`src/rtl/bus_share_pkg.sv`:
```
// Shared constants and helpers for the bus_share_arbiter codebase slice.
// The optional hold-limit feature is enabled with the BUS_HOLD_LIMIT_EN macro.
package bus_share_pkg;

    localparam logic [1:0] IDLE = 2'd0;
    localparam logic [1:0] OWN  = 2'd1;
    localparam logic [1:0] TURN = 2'd2;

    localparam int NUM_REQ_MIN     = 2;
    localparam int NUM_REQ_MAX     = 16;
    localparam int TURN_CYCLES_MIN = 1;
    localparam int TURN_CYCLES_MAX = 15;
    localparam int MAX_HOLD_MIN    = 1;
    localparam int MAX_HOLD_MAX    = 255;

    function automatic int id_width(input int n);
        return (n > 1) ? $clog2(n) : 1;
    endfunction

endpackage

```
`src/rtl/bus_share_arbiter_rr_pick.sv`:
```
// Combinational round-robin pick: first set request at or after rr_ptr, wrapping.
module rr_pick
    import bus_share_pkg::*;
#(
    parameter int NUM_REQ = 4,
    parameter int IDW     = id_width(NUM_REQ)
) (
    input  logic [NUM_REQ-1:0] req,
    input  logic [IDW-1:0]     rr_ptr,
    output logic               found,
    output logic [IDW-1:0]     idx
);

    logic [NUM_REQ-1:0]   upper;
    logic [2*NUM_REQ-1:0] dbl;

    // Lower copy keeps only bits at/after the pointer; upper copy supplies the wrap.
    assign dbl = {req, upper};

    always_comb begin
        // NOTE: every variable gets a default before any conditional write, so no latch is inferred.
        upper = '0;
        found = 1'b0;
        idx   = '0;
        for (int i = 0; i < NUM_REQ; i++) begin
            upper[i] = req[i] && (i >= int'(rr_ptr));
        end
        for (int i = 2 * NUM_REQ - 1; i >= 0; i--) begin
            if (dbl[i]) begin
                found = 1'b1;
                idx   = IDW'(i % NUM_REQ);
            end
        end
    end

endmodule

```
`src/rtl/bus_share_arbiter.sv`:
```
// Round-robin bus-share arbiter with registered one-hot grant and turnaround gap.
// Define BUS_HOLD_LIMIT_EN to enable forced release after MAX_HOLD grant cycles.
module bus_share_arbiter
    import bus_share_pkg::*;
#(
    parameter int NUM_REQ     = 4,
    parameter int TURN_CYCLES = 1,
    parameter int MAX_HOLD    = 8
) (
    input  logic                         clk,
    input  logic                         rst_n,
    input  logic [NUM_REQ-1:0]           req,
    output logic [NUM_REQ-1:0]           grant,
    output logic [id_width(NUM_REQ)-1:0] grant_id,
    output logic                         bus_busy,
    output logic                         preempt
);

    localparam int IDW = id_width(NUM_REQ);

    if (NUM_REQ < NUM_REQ_MIN || NUM_REQ > NUM_REQ_MAX) begin : g_bad_num_req
        $error("NUM_REQ out of range");
    end
    if (TURN_CYCLES < TURN_CYCLES_MIN || TURN_CYCLES > TURN_CYCLES_MAX) begin : g_bad_turn
        $error("TURN_CYCLES out of range");
    end
    if (MAX_HOLD < MAX_HOLD_MIN || MAX_HOLD > MAX_HOLD_MAX) begin : g_bad_hold
        $error("MAX_HOLD out of range");
    end

    logic [1:0]     state;
    logic [IDW-1:0] rr_ptr;
    logic [IDW-1:0] next_ptr;
    logic [3:0]     turn_cnt;
    logic           found;
    logic [IDW-1:0] pick_idx;
    logic           owner_req;
    logic           release_now;

    rr_pick #(.NUM_REQ(NUM_REQ), .IDW(IDW)) u_rr_pick (
        .req    (req),
        .rr_ptr (rr_ptr),
        .found  (found),
        .idx    (pick_idx)
    );

    assign owner_req = req[grant_id];
    assign next_ptr  = (grant_id == IDW'(NUM_REQ - 1)) ? '0 : grant_id + 1'b1;

`ifdef BUS_HOLD_LIMIT_EN
    logic [7:0] hold_cnt;
    logic       limit_hit;

    assign limit_hit   = (hold_cnt == 8'(MAX_HOLD - 1)) && |(req & ~grant);
    assign release_now = !owner_req || limit_hit;

    // Counter saturates at the limit so a late competitor triggers release at once.
    always_ff @(posedge clk or negedge rst_n) begin
        if (!rst_n) begin
            hold_cnt <= '0;
            preempt  <= 1'b0;
        end else begin
            preempt <= (state == OWN) && limit_hit && owner_req;
            if (state == OWN && !release_now) begin
                if (hold_cnt != 8'(MAX_HOLD - 1)) hold_cnt <= hold_cnt + 8'd1;
            end else begin
                hold_cnt <= '0;
            end
        end
    end
`else
    assign release_now = !owner_req;
    assign preempt     = 1'b0;
`endif

    always_ff @(posedge clk or negedge rst_n) begin
        // NOTE: sequential state uses non-blocking assignments so all registers update together.
        if (!rst_n) begin
            state    <= IDLE;
            grant    <= '0;
            grant_id <= '0;
            bus_busy <= 1'b0;
            rr_ptr   <= '0;
            turn_cnt <= '0;
        end else begin
            case (state)
                IDLE: begin
                    if (found) begin
                        grant    <= NUM_REQ'(1) << pick_idx;
                        grant_id <= pick_idx;
                        bus_busy <= 1'b1;
                        state    <= OWN;
                    end
                end
                OWN: begin
                    if (release_now) begin
                        grant    <= '0;
                        bus_busy <= 1'b0;
                        rr_ptr   <= next_ptr;
                        turn_cnt <= 4'(TURN_CYCLES - 1);
                        state    <= TURN;
                    end
                end
                TURN: begin
                    if (turn_cnt == 4'd0) state <= IDLE;
                    else                  turn_cnt <= turn_cnt - 4'd1;
                end
                default: state <= IDLE;
            endcase
        end
    end

endmodule

```
`config.mk`:
```
export PLATFORM = sky130hd
export DESIGN_NAME = bus_share_arbiter
export DESIGN_NICKNAME = d
export VERILOG_FILES = /design/src/rtl/bus_share_pkg.sv /design/src/rtl/bus_share_arbiter_rr_pick.sv /design/src/rtl/bus_share_arbiter.sv
export SDC_FILE = /design/constraint.sdc
export NUM_CORES = 1
export LEC_CHECK = 0
export ABC_CLOCK_PERIOD_IN_PS = 4900
export CORE_MARGIN = 5
export CORE_UTILIZATION = 53
export CTS_CLUSTER_DIAMETER = 80
export DETAILED_ROUTE_END_ITERATION = 12
export HOLD_SLACK_MARGIN = 0.06
export PLACE_DENSITY = 0.8
export SYNTH_ARGS = -nofsm -noshare
export SYNTH_HDL_FRONTEND = slang
export SYNTH_SLANG_ARGS = --single-unit
export TNS_END_PERCENT = 30
```
`constraint.sdc`:
```
create_clock -name clk -period 4.9 [get_ports clk]
set_clock_uncertainty 0.2 [all_clocks]
set_input_delay 1.47 -clock clk [delete_from_list [all_inputs] [get_ports clk]]
set_output_delay 1.47 -clock clk [all_outputs]
set_load 0.01 [all_outputs]
```
==> results by stage, run 1 <==
Route:
- The detail-routed net length per standard cell is 14.52 um.
- The detail route stage leaves a number of antenna-violating nets equal to 0.
- For this run, design rule violations remaining after detail routing come to 0.
- The vias per cell is 5.845.
- The first-pass iteration count of the detailed router is 4.
- The final route contains 643 vias.
- The number of design-rule violations left by the first detailed-router iteration is 21.
- The sum of routed wire length over all layers is 1.597 mm.

Timing:
- The tightest slew margin relative to the limit is 56.13%.
- The final critical delay including setup and external delays is 3.265 ns.
- The share of the cycle needed by the critical path after routing is 66.63%.
- Setup repair after global routing left no endpoint under its margin.
- Setup total negative slack on the finished layout was measured at 0 ns.
- The hold violation total from the final report is 0.
- The transition time at the pin with the least slew margin is 0.6559 ns.
- The final max-slew violation count is 0.
- The count of endpoints failing setup in the final report is 0.
- Derived from the worst setup path, the maximum achievable clock frequency is 306.3 MHz.
- The smallest setup slack after layout is 1.635 ns.

Placement:
- The final RePlAce weighted congestion is 0.8168.
- Summed over all nets, the half-perimeter wirelength after detailed placement is 1.195 mm.
- The worst slack after detailed placement is 1.360 ns.
- The count of buffers added on input and output ports is 12.

Global routing:
- The busiest metal layer after global routing is met2.
- The initial antenna violation count is 0.
- Global routing used 18.24% of the available met1 tracks.
- The via count of the first global-routing pass is 612.
- For this run, the total global-route usage over all layers was measured as 14.29%.
- Entering global routing, the biggest net connects 16 pins.
- The first global-routing pass estimated 2.663 mm of wire.
- The global-route track usage on met2 is 21.96%.
- The remaining global-route overflow is 0.
- The met3 routing resource usage after global routing is 4.294%.

Synthesis:
- The async set-reset flop share out of synthesis is 100.0%.
- Averaged over all synthesized cells, the footprint is 10.01 sq um.
- The number of warnings issued by yosys is 0.
- The most frequent cell after synthesis is sky130_fd_sc_hd__dfrtp_1.
- The instance count of the mapped netlist is 79.
- In this run the cell area of the synthesized design comes to 790.8 sq um.
- The post-synthesis net count is 87.
- The commonest cells after synthesis are sky130_fd_sc_hd__dfrtp_1 (15), sky130_fd_sc_hd__nor2_1 (8), sky130_fd_sc_hd__o21ai_0 (8), sky130_fd_sc_hd__nand2_1 (6).
- The biggest area contributor in the post-synthesis netlist is sky130_fd_sc_hd__dfrtp_1.
- Sequential elements use 47.47% of the synthesized area.
- The count of different cell masters after synthesis is 29.
- The number of flops mapped to enable cells by yosys is 0.
- The top-area cell type share of the netlist area is 47.47%.
- Among all flip-flop cells after synthesis, the most frequent one is sky130_fd_sc_hd__dfrtp_1.
- Ranked by total cell area, the synthesized netlist is headed by sky130_fd_sc_hd__dfrtp_1 (47%), sky130_fd_sc_hd__o21ai_0 (5.1%), sky130_fd_sc_hd__o31ai_1 (4.7%).
- The register bit count reported by yosys is 15.

Clock network:
- The number of clock sinks seen by CTS is 15.
- The clock insertion delay at the later pin of the skew report is 0.28 ns.
- The TritonCTS clock tree is yes.
- The root buffer cell is sky130_fd_sc_hd__clkbuf_4.
- For this design, the CTS-stage hold fixing added 0 buffers.
- The count of buffers added by post-CTS timing repair for setup is 0.
- Post-CTS repair changed the size of 0 cells.
- The clock input transition at the sequential cells of the worst setup and hold paths is 0.09 ns.
- In this run the number of H-tree levels came out at 1.
- Counting the buffers created by CTS gives 3.
- No sink is reached through more buffers than the 2 on the longest clock path.

Worst setup path:
- Among all stages on the critical path, the largest delay is contributed by sky130_fd_sc_hd__mux4_2.
- The element type at the critical path end is a flop.
- Of all nets on the critical path, the largest fanout is 7.
- Walking the worst path, the cells encountered are clkdlybuf4s50_1, mux4_2, and2_4, or2_4, o31ai_1.
- At the worst endpoint, the arrival time is 3.25 ns.
- The largest single stage delay on the critical path is 0.59 ns.
- The worst setup path category is in2reg.
- STA puts the critical path data required time at 4.89 ns.
- The kind of launch point of the worst setup path is an input port.

Power and ir drop:
- The static leakage is 0.4221 nW.
- The worst-case IR drop observed on VDD is 0.3949 mV.
- In this run the power density over the cells is 632.5 mW/mm^2.

Finish:
- The number of inserted diodes is 0.
- The layout net count is 103.
- The area growth from synthesis to layout is 20.25%.
- The post-route netlist has 10.64% of its cells at a drive strength greater than 1.
- The layout filler cell count is 119.

Min path:
- The path category of the worst min-delay check is reg2reg.

Run status:
- The run finished with clean final reports.

Floorplan:
- The floorplan has 14 rows.
- The die covers 0.002364 sq mm.
- The count of pins on the block boundary is 14.
- The die boundary height is 48.63 um.
- The area inside the core boundary is 0.001454 sq mm.
- The initial core utilization is 54.39%.
- The die span in x is 48.63 um.

Job:
- The tool flagged a number of max-cap violations equal to 0.
==> logic make-up (layout without fill, tap and decap cells) <==
group | Yosys count | count (layout) | synth area share [%]
flip-flops | 15 | 15 | 47.47
XOR/XNOR | 2 | 2 | 2.216
AO/OA/AOI/OAI | 24 | 24 | 20.10
other | 1 | 1 | 0.4742
AND/OR/NAND/NOR | 24 | 24 | 15.19
adder cells (fa/ha/maj) | 2 | 2 | 3.164
multiplexers | 5 | 5 | 8.069
buffers and inverters | 6 | 21 | 3.323
==> stage by stage <==
stage | power [mW] | instances | instance area (sq um) | utilization, % | hold WS, ns
after CTS | 0.6033 | 110 | 950.9 | 65.40 | 0.3107
final | 0.6015 | 110 | 950.9 | 65.40 | 0.3016
after global placement | 0.5222 | 106 | 923.4 | 63.51 | 0.2930
after global routing | 0.6489 | 110 | 950.9 | 65.40 | 0.3408
after floorplan | 0.4250 | 79 | 790.8 | - | 0.2732
after detailed placement | 0.5298 | 106 | 923.4 | 63.51 | 0.2925
==> cell type report <==
type / instances / area [sq um] / area share (%)
clock buffer: 3 / 22.52 / 2.368
clock inverter: 1 / 5.005 / 0.5263
inverter: 5 / 18.77 / 1.974
multi-input combinational: 58 / 389.1 / 40.92
sequential: 15 / 375.4 / 39.47
tap: 16 / 20.02 / 2.105
timing repair buffer: 12 / 120.1 / 12.63
==> path summary, 6_finish.rpt <==
kind | slack [ns] | from | cells past startpoint | endpoint
worst max-delay path | 1.64 | req[3] | 5 | grant[0]
worst min-delay path | 0.30 | turn_cnt[0] | 1 | turn_cnt[0]
worst max register to register | 2.90 | grant_id[1] | 4 | grant[0]
worst min register to register | 0.30 | turn_cnt[0] | 1 | turn_cnt[0]
max in group asynchronous | 2.69 | rst_n | 1 | bus_busy
min in group asynchronous | 1.39 | rst_n | 1 | turn_cnt[0]
==> report_power, final <==
| group | leakage, nW | switching [mW] | internal, mW | total, mW |
|---|---|---|---|---|
| sequential | 0.192 | 0.0516 | 0.177 | 0.229 |
| combinational | 0.212 | 0.154 | 0.149 | 0.303 |
| clock | 0.0177 | 0.0390 | 0.0302 | 0.0692 |
==> worst max-delay path, delay by kind of cell <==
family / cells / cell delay, ns
AND/OR/NAND/NOR: 2 / 0.45
buffers and inverters: 1 / 0.50
multiplexers: 1 / 0.59
AO/OA/AOI/OAI: 1 / 0.24
==> placed cells by master (no fill, tap or decap), types with 2 or more instances in the layout <==
cell type / instances
sky130_fd_sc_hd__nand2_1: 6
sky130_fd_sc_hd__inv_1: 5
sky130_fd_sc_hd__ha_1: 2
sky130_fd_sc_hd__mux2i_1: 3
sky130_fd_sc_hd__dfrtp_1: 15
sky130_fd_sc_hd__clkbuf_4: 3
sky130_fd_sc_hd__o21ai_0: 8
sky130_fd_sc_hd__a21oi_1: 3
sky130_fd_sc_hd__nand4_1: 2
sky130_fd_sc_hd__o41ai_1: 2
sky130_fd_sc_hd__clkdlybuf4s50_1: 12
sky130_fd_sc_hd__xor2_1: 2
sky130_fd_sc_hd__nor2_1: 8
sky130_fd_sc_hd__o31ai_1: 5
sky130_fd_sc_hd__o22ai_1: 2
==> state kept, by name (all words and copies together), names as in the netlist <==
name      flops
bus_busy      1
grant_id      2
turn_cnt      4
grant         4
state         2
rr_ptr        2
==> metal layers <==
metal,vias to the layer above,routed length [um]
met4,0,12
met1,302,743
li1,319,-
met5,-,0
met2,20,745
met3,2,96
No activity file was read; power rests on OpenSTA's default activity.
==> inputs of run 2 (changes only) <==
--- a/config.mk
+++ b/config.mk
@@ -5,13 +5,13 @@
 export SDC_FILE = /design/constraint.sdc
 export NUM_CORES = 1
 export LEC_CHECK = 0
-export ABC_CLOCK_PERIOD_IN_PS = 4900
+export ABC_CLOCK_PERIOD_IN_PS = 3200
 export CORE_MARGIN = 5
-export CORE_UTILIZATION = 53
+export CORE_UTILIZATION = 50
 export CTS_CLUSTER_DIAMETER = 80
 export DETAILED_ROUTE_END_ITERATION = 12
 export HOLD_SLACK_MARGIN = 0.06
-export PLACE_DENSITY = 0.8
+export PLACE_DENSITY = 0.76
 export SYNTH_ARGS = -nofsm -noshare
 export SYNTH_HDL_FRONTEND = slang
 export SYNTH_SLANG_ARGS = --single-unit
==> constraint.sdc (replaced) <==
create_clock -name clk -period 3.2 [get_ports clk]
set_clock_uncertainty 0.2 [all_clocks]
set_input_delay 0.96 -clock clk [delete_from_list [all_inputs] [get_ports clk]]
set_output_delay 0.96 -clock clk [all_outputs]
set_load 0.01 [all_outputs]
==> run 2 against run 1 <==
Wire length rose by 5.7%. Cell area is 0.13% lower. Non-clock buffer count is the same. Largest cell class unchanged. Die area grew 4.8%. Power up 53%. Setup slack got worse by 1.2 ns. Utilization down 2.4 points. Register-to-register slack lost 1.8 ns. Hold slack better by 0.0019 ns.
==> results by stage, run 2 (synthesis results as in run 1) <==
Run status:
- The flow ran to the end, and the final reports show no timing, DRC or antenna violations.

Global routing:
- The global-route wire length before repair was 2.925 mm (+9.8%).
- The met3 routing resource usage after global routing is 4.217% (-0.078 points).
- The maximum number of pins on one net before global-route repair is 16 (unchanged).
- The via count of the first global-routing pass came to 656 (+7.2%).
- The remaining global-route overflow was 0 (unchanged).
- The initial antenna violation count is 0 (unchanged).
- The global-route track usage on met2 is 22.03% (+0.077 points).
- The met1 track demand over resource in global routing is 20.38% (+2.1 points).
- The total routing usage reported by global routing is 15.20% (+0.92 points).
- The global routing stage identified its most utilized layer as met2.

Timing:
- The final critical delay including setup and external delays is 2.798 ns.
- Setup repair after global routing left no endpoint under its margin.
- The transition time at the pin with the least slew margin came to 0.6760 ns (+0.02006 ns).
- The final max-slew violation count is 0 (unchanged).
- The hold violation total from the final report was 0 (unchanged).
- The tightest slew margin relative to the limit came to 54.79% (-1.3 points).
- The total negative slack came to 0 ns (unchanged).
- The count of endpoints failing setup in the final report is 0 (unchanged).
- Of the available clock period, the critical path in the final layout requires 87.44%.
- The top achievable clock speed is 357.4 MHz.

Worst setup path:
- The biggest cell delay along the critical path was 0.58 ns (about the same).
- The critical path goes through clkdlybuf4s50_1, mux4_2, and2_4, or2_4, o31ai_1.
- The critical path's top delay family is multiplexers.
- The kind of launch point of the worst setup path is an input port.
- The number of cells traversed by the worst register-to-register path is 4 (unchanged).
- The worst setup path category is in2reg.
- STA classifies the critical path endpoint as a flop.
- The slowest cell on the critical path is sky130_fd_sc_hd__mux4_2.
- The maximum net fanout on the critical path is 7 (unchanged).
- The data required time of the worst path came to 3.18 ns (-1.71 ns).
- The number of buffer and inverter instances along the worst setup path is 1 (unchanged).
- The startpoint identified for the worst register-to-register timing path is grant_id[1].
- The terminus of the critical flop-to-flop path is grant[2].
- The reg2reg setup slack is 1.15 ns (-1.75 ns).
- The endpoint arrival time on the critical path is 2.78 ns (-0.47 ns).

Finish:
- The utilization of the core after routing is 63.04% (-2.4 points).
- In the layout the commonest cells are sky130_fd_sc_hd__dfrtp_1 (15), sky130_fd_sc_hd__clkdlybuf4s50_1 (12), sky130_fd_sc_hd__nor2_1 (8), sky130_fd_sc_hd__o21ai_0 (8), sky130_fd_sc_hd__nand2_1 (6).
- The largest registers in the layout are grant: 4 flops, turn_cnt: 4 flops.
- The most common cell after layout, fill and taps aside is sky130_fd_sc_hd__dfrtp_1.
- The layout filler cell count is 124 (+4.2%).
- The area growth from synthesis to layout is 20.10%.
- The number of inserted diodes is 0 (unchanged).
- The layout net count is 103 (unchanged).
- The proportion of layout cells with a drive suffix above 1 was 9.574% (-1.1 points).

Min path:
- The destination of the worst hold path is turn_cnt[0].
- In this run the most critical hold path is launched from turn_cnt[0].
- The number of cells on the worst hold path came to 1 (unchanged).
- The tightest min-delay check is of the reg2reg type.

Power and ir drop:
- The clock share of power was 11.8% (+0.3 points).
- The design internal power is 0.5469 mW (+53%).
- The static leakage is 0.4194 nW (-0.65%).
- The switching share of total power is 40.59% (-0.12 points).
- The ratio of total power to cell area is 969.4 mW/mm^2 (+53%).
- The sequential cell fraction of total power is 38.1% (about the same).
- The net switching power of the design was 0.3737 mW (+53%).
- The part of the total power dissipated in combinational logic is 50.1% (-0.3 points).
- The peak ir drop on the vdd network is 0.5945 mV (+51%).

Floorplan:
- The initial core utilization was 52.49% (-1.9 points).
- The area inside the core boundary came to 0.001506 sq mm (+3.6%).
- The die boundary height came to 49.77 um (+2.4%).
- The count of pins on the block boundary came to 14 (unchanged).
- The number of placement rows is 14 (unchanged).
- The area of the die was 0.002477 sq mm (+4.8%).
- The die span in x is 49.77 um (+2.4%).

Route:
- The number of design-rule violations left by the first detailed-router iteration was 29 (+38%).
- The final antenna-violating net count is 0 (unchanged).
- The vias per cell was 6.082 (+4.0%).
- The via count was 669 (+4.0%).
- The sum of routed wire length over all layers came to 1.688 mm (+5.7%).
- The detail-routed net length per standard cell is 15.35 um (+5.7%).
- The first-pass iteration count of the detailed router is 5 (+1).
- The count of unresolved DRC violations after routing is 0 (unchanged).

Placement:
- The final RePlAce weighted congestion is 0.8736 (+7.0%).
- The number of buffer cells added on primary ports is 12 (unchanged).
- The sum of net half-perimeters after detailed placement is 1.254 mm (+5.0%).

Clock network:
- TritonCTS built the clock tree.
- The number of cells upsized or downsized after cts is 0 (unchanged).
- The clock tree buffer depth is 2 (unchanged).
- The count of buffers added by post-CTS timing repair for setup is 0 (unchanged).
- The clock insertion delay at the later pin of the skew report is 0.28 ns (about the same).
- The number of buffers inserted during clock tree synthesis is 3 (unchanged).
- The cts-stage hold buffer count came to 0 (unchanged).
- The number of clock sinks seen by CTS is 15 (unchanged).
- CTS placed an instance of sky130_fd_sc_hd__clkbuf_4 at the clock tree root.
- The maximum level of the CTS H-tree is 1 (unchanged).
- The clock input transition at the sequential cells of the worst setup and hold paths is 0.09 ns (about the same).

Job:
- The number of max-cap violations came to 0 (unchanged).
==> run 2: cell types whose count changed in the layout (fill, tap and decap cells not counted), sizes merged <==
| cell | change |
|---|---|
| clkbuf | +1 |
| clkinv | -1 |
==> run 2: routing by layer <==
layer | routed length (um) | part of all wire (%)
met5 | 0 | 0
met4 | 42 | 2.5
met3 | 93 | 5.5
met2 | 767 | 45
met1 | 785 | 47
==> run 2: final cells by class <==
| class | instances | area, sq um | share of cell area [%] |
|---|---|---|---|
| repair buffers | 12 | 120.1 | 12.65 |
| well taps | 16 | 20.02 | 2.108 |
| inverters | 5 | 18.77 | 1.976 |
| multi-input cells | 58 | 389.1 | 40.97 |
| flip-flops and latches | 15 | 375.4 | 39.53 |
| clock buffers | 4 | 26.28 | 2.767 |
==> run 2: through the flow <==
stage | std cells | power (mW) | hold slack (ns) | setup slack [ns] | area (sq um)
floorplan | 79 | 0.6508 | 0.2732 | 0.8023 | 790.8
global placement | 106 | 0.7998 | 0.2879 | 0.1750 | 923.4
detailed placement | 106 | 0.8138 | 0.2921 | 0.1286 | 923.4
CTS | 110 | 0.9250 | 0.3047 | 0.4160 | 949.7
global route | 110 | 1.007 | 0.3271 | 0.3306 | 949.7
finish | 110 | 0.9206 | 0.3035 | 0.4018 | 949.7
==> run 2: worst max path at each step <==
stage / from / endpoint / slack [ns] / cells after the start
2_1_floorplan: req[3] / grant[0] / 0.80 / 4
3_3_place_gp: req[3] / grant[0] / 0.17 / 5
3_5_place_dp: req[3] / grant[2] / 0.13 / 5
4_1_cts: req[3] / grant[2] / 0.42 / 5
5_1_grt: req[3] / grant[1] / 0.33 / 5
6_report: req[3] / grant[2] / 0.40 / 5
==> run 2: power by group through the flow <==
| stage | combinational [mW] | clock [mW] | sequential, mW |
|---|---|---|---|
| 6_report | 0.461 | 0.108 | 0.351 |
| 5_1_grt | 0.516 | 0.126 | 0.365 |
| 4_1_cts | 0.463 | 0.112 | 0.351 |
| 3_5_place_dp | 0.460 | 0 | 0.354 |
| 3_3_place_gp | 0.447 | 0 | 0.353 |
| 2_1_floorplan | 0.296 | 0 | 0.355 |
==> run 2: worst reg2reg max path, cell delays in order (launching register included) <==
cell and delay (ns):
sky130_fd_sc_hd__dfrtp_1 0.42, sky130_fd_sc_hd__mux4_2 0.60, sky130_fd_sc_hd__and2_4 0.21, sky130_fd_sc_hd__or2_4 0.24
sky130_fd_sc_hd__o31ai_1 0.29
==> inputs of run 3 (changes only) <==
--- a/config.mk
+++ b/config.mk
@@ -11,8 +11,10 @@
 export CTS_CLUSTER_DIAMETER = 80
 export DETAILED_ROUTE_END_ITERATION = 12
 export HOLD_SLACK_MARGIN = 0.06
-export PLACE_DENSITY = 0.76
+export PLACE_DENSITY = 0.79
+export SETUP_SLACK_MARGIN = 0.5
 export SYNTH_ARGS = -nofsm -noshare
 export SYNTH_HDL_FRONTEND = slang
+export SYNTH_HIERARCHICAL = 1
 export SYNTH_SLANG_ARGS = --single-unit
 export TNS_END_PERCENT = 30
==> run 3 against run 2 <==
Critical path depth down 1. Non-clock buffer count up 1. Highest routed layer unchanged. Largest power group unchanged. Combinational power down 6.9%. Critical endpoint is now rr_ptr[0]. Final cell count down 3.6%. Synthesized cell count down 2.5%.
==> results by stage, run 3 <==
Run status:
- The run finished with clean final reports.

Synthesis:
- The number of warnings issued by yosys is 6 (+6).
- The area of the mapped netlist is 797.0 sq um (+0.79%).
- The top-area cell type share of the netlist area is 47.10% (-0.37 points).
- The most common cell in the synthesized netlist is sky130_fd_sc_hd__dfrtp_1.
- In the post-synthesis netlist, the biggest area contributors are sky130_fd_sc_hd__dfrtp_1 (47%), sky130_fd_sc_hd__o32ai_1 (6.6%), sky130_fd_sc_hd__o21ai_0 (5.0%).
- The number of flops mapped to enable cells by yosys was 0 (unchanged).
- The most used flip-flop cell after synthesis is sky130_fd_sc_hd__dfrtp_1.
- The register bit count reported by yosys came to 15 (unchanged).
- The top cell type by total area after synthesis is sky130_fd_sc_hd__dfrtp_1.
- The post-synthesis net count is 85 (-2.3%).
- The count of different cell masters after synthesis is 33 (+14%).
- In the synthesized netlist, the cells that appear most often are sky130_fd_sc_hd__dfrtp_1 (15), sky130_fd_sc_hd__inv_1 (8), sky130_fd_sc_hd__o21ai_0 (8), sky130_fd_sc_hd__nand2_1 (7), sky130_fd_sc_hd__o32ai_1 (6).
- The portion of the post-synthesis area used by sequential elements came to 47.10% (-0.37 points).
- The async set-reset flop share out of synthesis is 100.0% (unchanged).
- The instance count of the mapped netlist came to 77 (-2.5%).
- The mean instance size in the synthesized netlist is 10.35 sq um (+3.4%).

Clock network:
- The clock tree buffer depth is 2 (unchanged).
- The root buffer cell is sky130_fd_sc_hd__clkbuf_4.
- TritonCTS built the clock tree.
- The clock insertion delay at the later pin of the skew report came to 0.28 ns (about the same).
- The cts-stage hold buffer count came to 0 (unchanged).
- The count of buffers added by post-CTS timing repair for setup came to 0 (unchanged).
- The number of cells upsized or downsized after cts is 0 (unchanged).
- The number of clock sinks seen by CTS is 15 (unchanged).
- The clock input transition at the sequential cells of the worst setup and hold paths came to 0.09 ns (about the same).
- The maximum level of the CTS H-tree came to 1 (unchanged).
- The number of buffers inserted during clock tree synthesis is 3 (unchanged).

Finish:
- The top cell types in the final layout, fill and taps aside, are sky130_fd_sc_hd__dfrtp_1 (15), sky130_fd_sc_hd__clkdlybuf4s50_1 (12), sky130_fd_sc_hd__inv_1 (8), sky130_fd_sc_hd__o21ai_0 (8), sky130_fd_sc_hd__nand2_1 (7).
- The footprint of the flip-flops and latches is 375.4 sq um (unchanged).
- The largest registers in the layout are grant: 4 flops, turn_cnt: 4 flops.
- The proportion of layout cells with a drive suffix above 1 is 12.22% (+2.6 points).
- The layout net count is 99 (-3.9%).
- The area of the multi-input gates was 364.1 sq um (-6.4%).
- The layout filler cell count was 132 (+6.5%).
- The number of standard cells in the layout, taps in and fillers out is 106 (-3.6%).
- The number of inserted diodes is 0 (unchanged).
- The area growth from synthesis to layout is 18.37%.
- The library cell used most frequently in the layout, excluding fill and tap cells, is sky130_fd_sc_hd__dfrtp_1.

Worst setup path:
- The data required time of the worst path is 3.18 ns (about the same).
- The endpoint arrival time on the critical path is 2.65 ns (-0.13 ns).
- The kind of launch point of the worst setup path is an input port.
- The slowest stage of the critical path is the sky130_fd_sc_hd__mux4_2 cell.
- The critical path starts at req[3].
- STA classifies the critical path endpoint as a flop.
- The worst register-to-register path begins at grant_id[0].
- The maximum net fanout on the critical path is 6 (-1).
- The critical path goes through clkdlybuf4s50_1, mux4_2, nor3b_2, mux2_2.
- The biggest cell delay along the critical path was 0.54 ns (-0.04 ns).
- The worst setup path category is in2reg.
- The reg2reg setup slack is 1.24 ns (+0.09 ns).

Route:
- The detailed-route wire length on metal 1 came to 725 um (-7.6%).
- The detailed route wirelength on metal2 came to 880 um (+15%).
- The first-pass iteration count of the detailed router is 4 (-1).
- The routed length on met3 was 76 um (-18%).
- The count of unresolved DRC violations after routing is 0 (unchanged).
- The via count is 648 (-3.1%).
- The number of design-rule violations left by the first detailed-router iteration is 22 (-24%).
- Routed signal wires occupy layers up through met4.
- The sum of routed wire length over all layers is 1.692 mm (+0.24%).
- The vias per cell is 6.113 (+0.52%).
- The final antenna-violating net count is 0 (unchanged).
- The detail-routed net length per standard cell is 15.96 um (+4.0%).

Global routing:
- The initial antenna violation count is 0 (unchanged).
- The via count of the first global-routing pass is 667 (+1.7%).
- The remaining global-route overflow is 0 (unchanged).
- The maximum number of pins on one net before global-route repair came to 16 (unchanged).
- The global-route wire length before repair is 2.925 mm (unchanged).
- The total routing usage reported by global routing is 15.18% (-0.019 points).

Min path:
- The tightest min-delay check is of the reg2reg type.
- The startpoint of the lowest-slack hold path is turn_cnt[2].

Floorplan:
- The area inside the core boundary is 0.001506 sq mm (unchanged).
- The die span in x came to 49.93 um (+0.31%).
- The count of pins on the block boundary was 14 (unchanged).
- The area of the die is 0.002493 sq mm (+0.62%).
- The die boundary height is 49.93 um (+0.31%).
- The initial core utilization is 52.91% (+0.42 points).
- The number of placement rows is 14 (unchanged).

Power and ir drop:
- The peak ir drop on the vdd network is 0.4755 mV (-20%).
- The switching share of total power came to 39.45% (-1.1 points).
- The net switching power of the design is 0.3534 mW (-5.4%).
- The sequential cell fraction of total power is 40.0% (+1.9 points).
- The part of the total power dissipated in combinational logic is 47.8% (-2.3 points).
- The static leakage came to 0.4057 nW (-3.3%).
- The clock share of power came to 12.1% (+0.3 points).
- The ratio of total power to cell area is 949.6 mW/mm^2 (-2.0%).
- The design internal power came to 0.5424 mW (-0.82%).

Timing:
- The tightest slew margin relative to the limit is 55.49% (+0.69 points).
- The transition time at the pin with the least slew margin was 0.6656 ns (-0.01038 ns).
- The hold violation total from the final report is 0 (unchanged).
- The final max-slew violation count is 0 (unchanged).
- The share of the cycle needed by the critical path after routing is 83.55% (-3.9 points).
- The top achievable clock speed is 374.0 MHz (+4.7%).
- The final critical delay including setup and external delays is 2.674 ns (-0.1244 ns).
- The count of endpoints failing setup in the final report was 0 (unchanged).
- Setup repair after global routing left no endpoint under its margin.
- The total negative slack is 0 ns (unchanged).

Placement:
- The post-placement cell count is 102 (-3.8%).
- The number of buffer cells added on primary ports is 12 (unchanged).
- The sum of net half-perimeters after detailed placement is 1.210 mm (-3.6%).
- The final RePlAce weighted congestion was 0.7217 (-17%).

Job:
- The number of max-cap violations is 0 (unchanged).
run 3: cell count changes after synthesis, sizes merged, moves of 3 or more:
cell   change
nor2       -7
mux2i      -3
nor3b      +3
o32ai      +6
o31ai      -5
inv        +3
run 3: final cells by class:
cell class                 count  share of cell area, %
inverter                       8                  3.183
clock buffer                   4                  2.785
tap                           16                  2.122
multi-input combinational     50                  38.59
timing repair buffer          13                  13.53
sequential                    15                  39.79
run 3: cells by family after synthesis:
family / Yosys count / synth area share [%]
AO/OA/AOI/OAI: 22 / 19.31
adder cells (fa/ha/maj): 2 / 3.139
buffers and inverters: 12 / 7.221
flip-flops: 15 / 47.10
multiplexers: 3 / 6.122
other: 1 / 0.4705
AND/OR/NAND/NOR: 22 / 16.64
run 3: metal layers:
| metal | up-vias | GRT usage [%] |
|---|---|---|
| li1 | 307 | - |
| met1 | 316 | 18.98 |
| met2 | 23 | 25.00 |
| met3 | 2 | 3.916 |
| met4 | 0 | 5.240 |
| met5 | - | 0 |
run 3: power groups by stage:
stage / combinational, mW / sequential (mW) / clock (mW)
finish: 0.429 / 0.359 / 0.109
global route: 0.482 / 0.376 / 0.125
CTS: 0.433 / 0.358 / 0.112
detailed placement: 0.428 / 0.361 / 0
global placement: 0.418 / 0.356 / 0
floorplan: 0.289 / 0.356 / 0
run 3: critical path: cells and delay by family:
kind | cells | cell delay [ns]
buffers and inverters | 1 | 0.50
multiplexers | 2 | 0.91
AND/OR/NAND/NOR | 1 | 0.28
run 3: worst paths after layout:
kind,cells past startpoint,endpoint
max,4,rr_ptr[0]
min,1,turn_cnt[2]
max reg2reg,3,rr_ptr[0]
min reg2reg,1,turn_cnt[2]
max in group asynchronous,1,bus_busy
min in group asynchronous,1,rr_ptr[0]
run 3: stage by stage:
| step | cell area, sq um | total power, mW | hold slack, ns | util, % | setup slack, ns |
|---|---|---|---|---|---|
| 2_1_floorplan | 797.0 | 0.6440 | 0.2551 | - | 0.7719 |
| 3_3_place_gp | 917.1 | 0.7740 | 0.2755 | 60.88 | 0.2772 |
| 3_5_place_dp | 917.1 | 0.7892 | 0.2974 | 60.88 | 0.2227 |
| 4_1_cts | 943.4 | 0.9030 | 0.3104 | 62.62 | 0.5317 |
| 5_1_grt | 943.4 | 0.9832 | 0.3474 | 62.62 | 0.5015 |
| 6_report | 943.4 | 0.8958 | 0.3079 | 62.62 | 0.5263 |
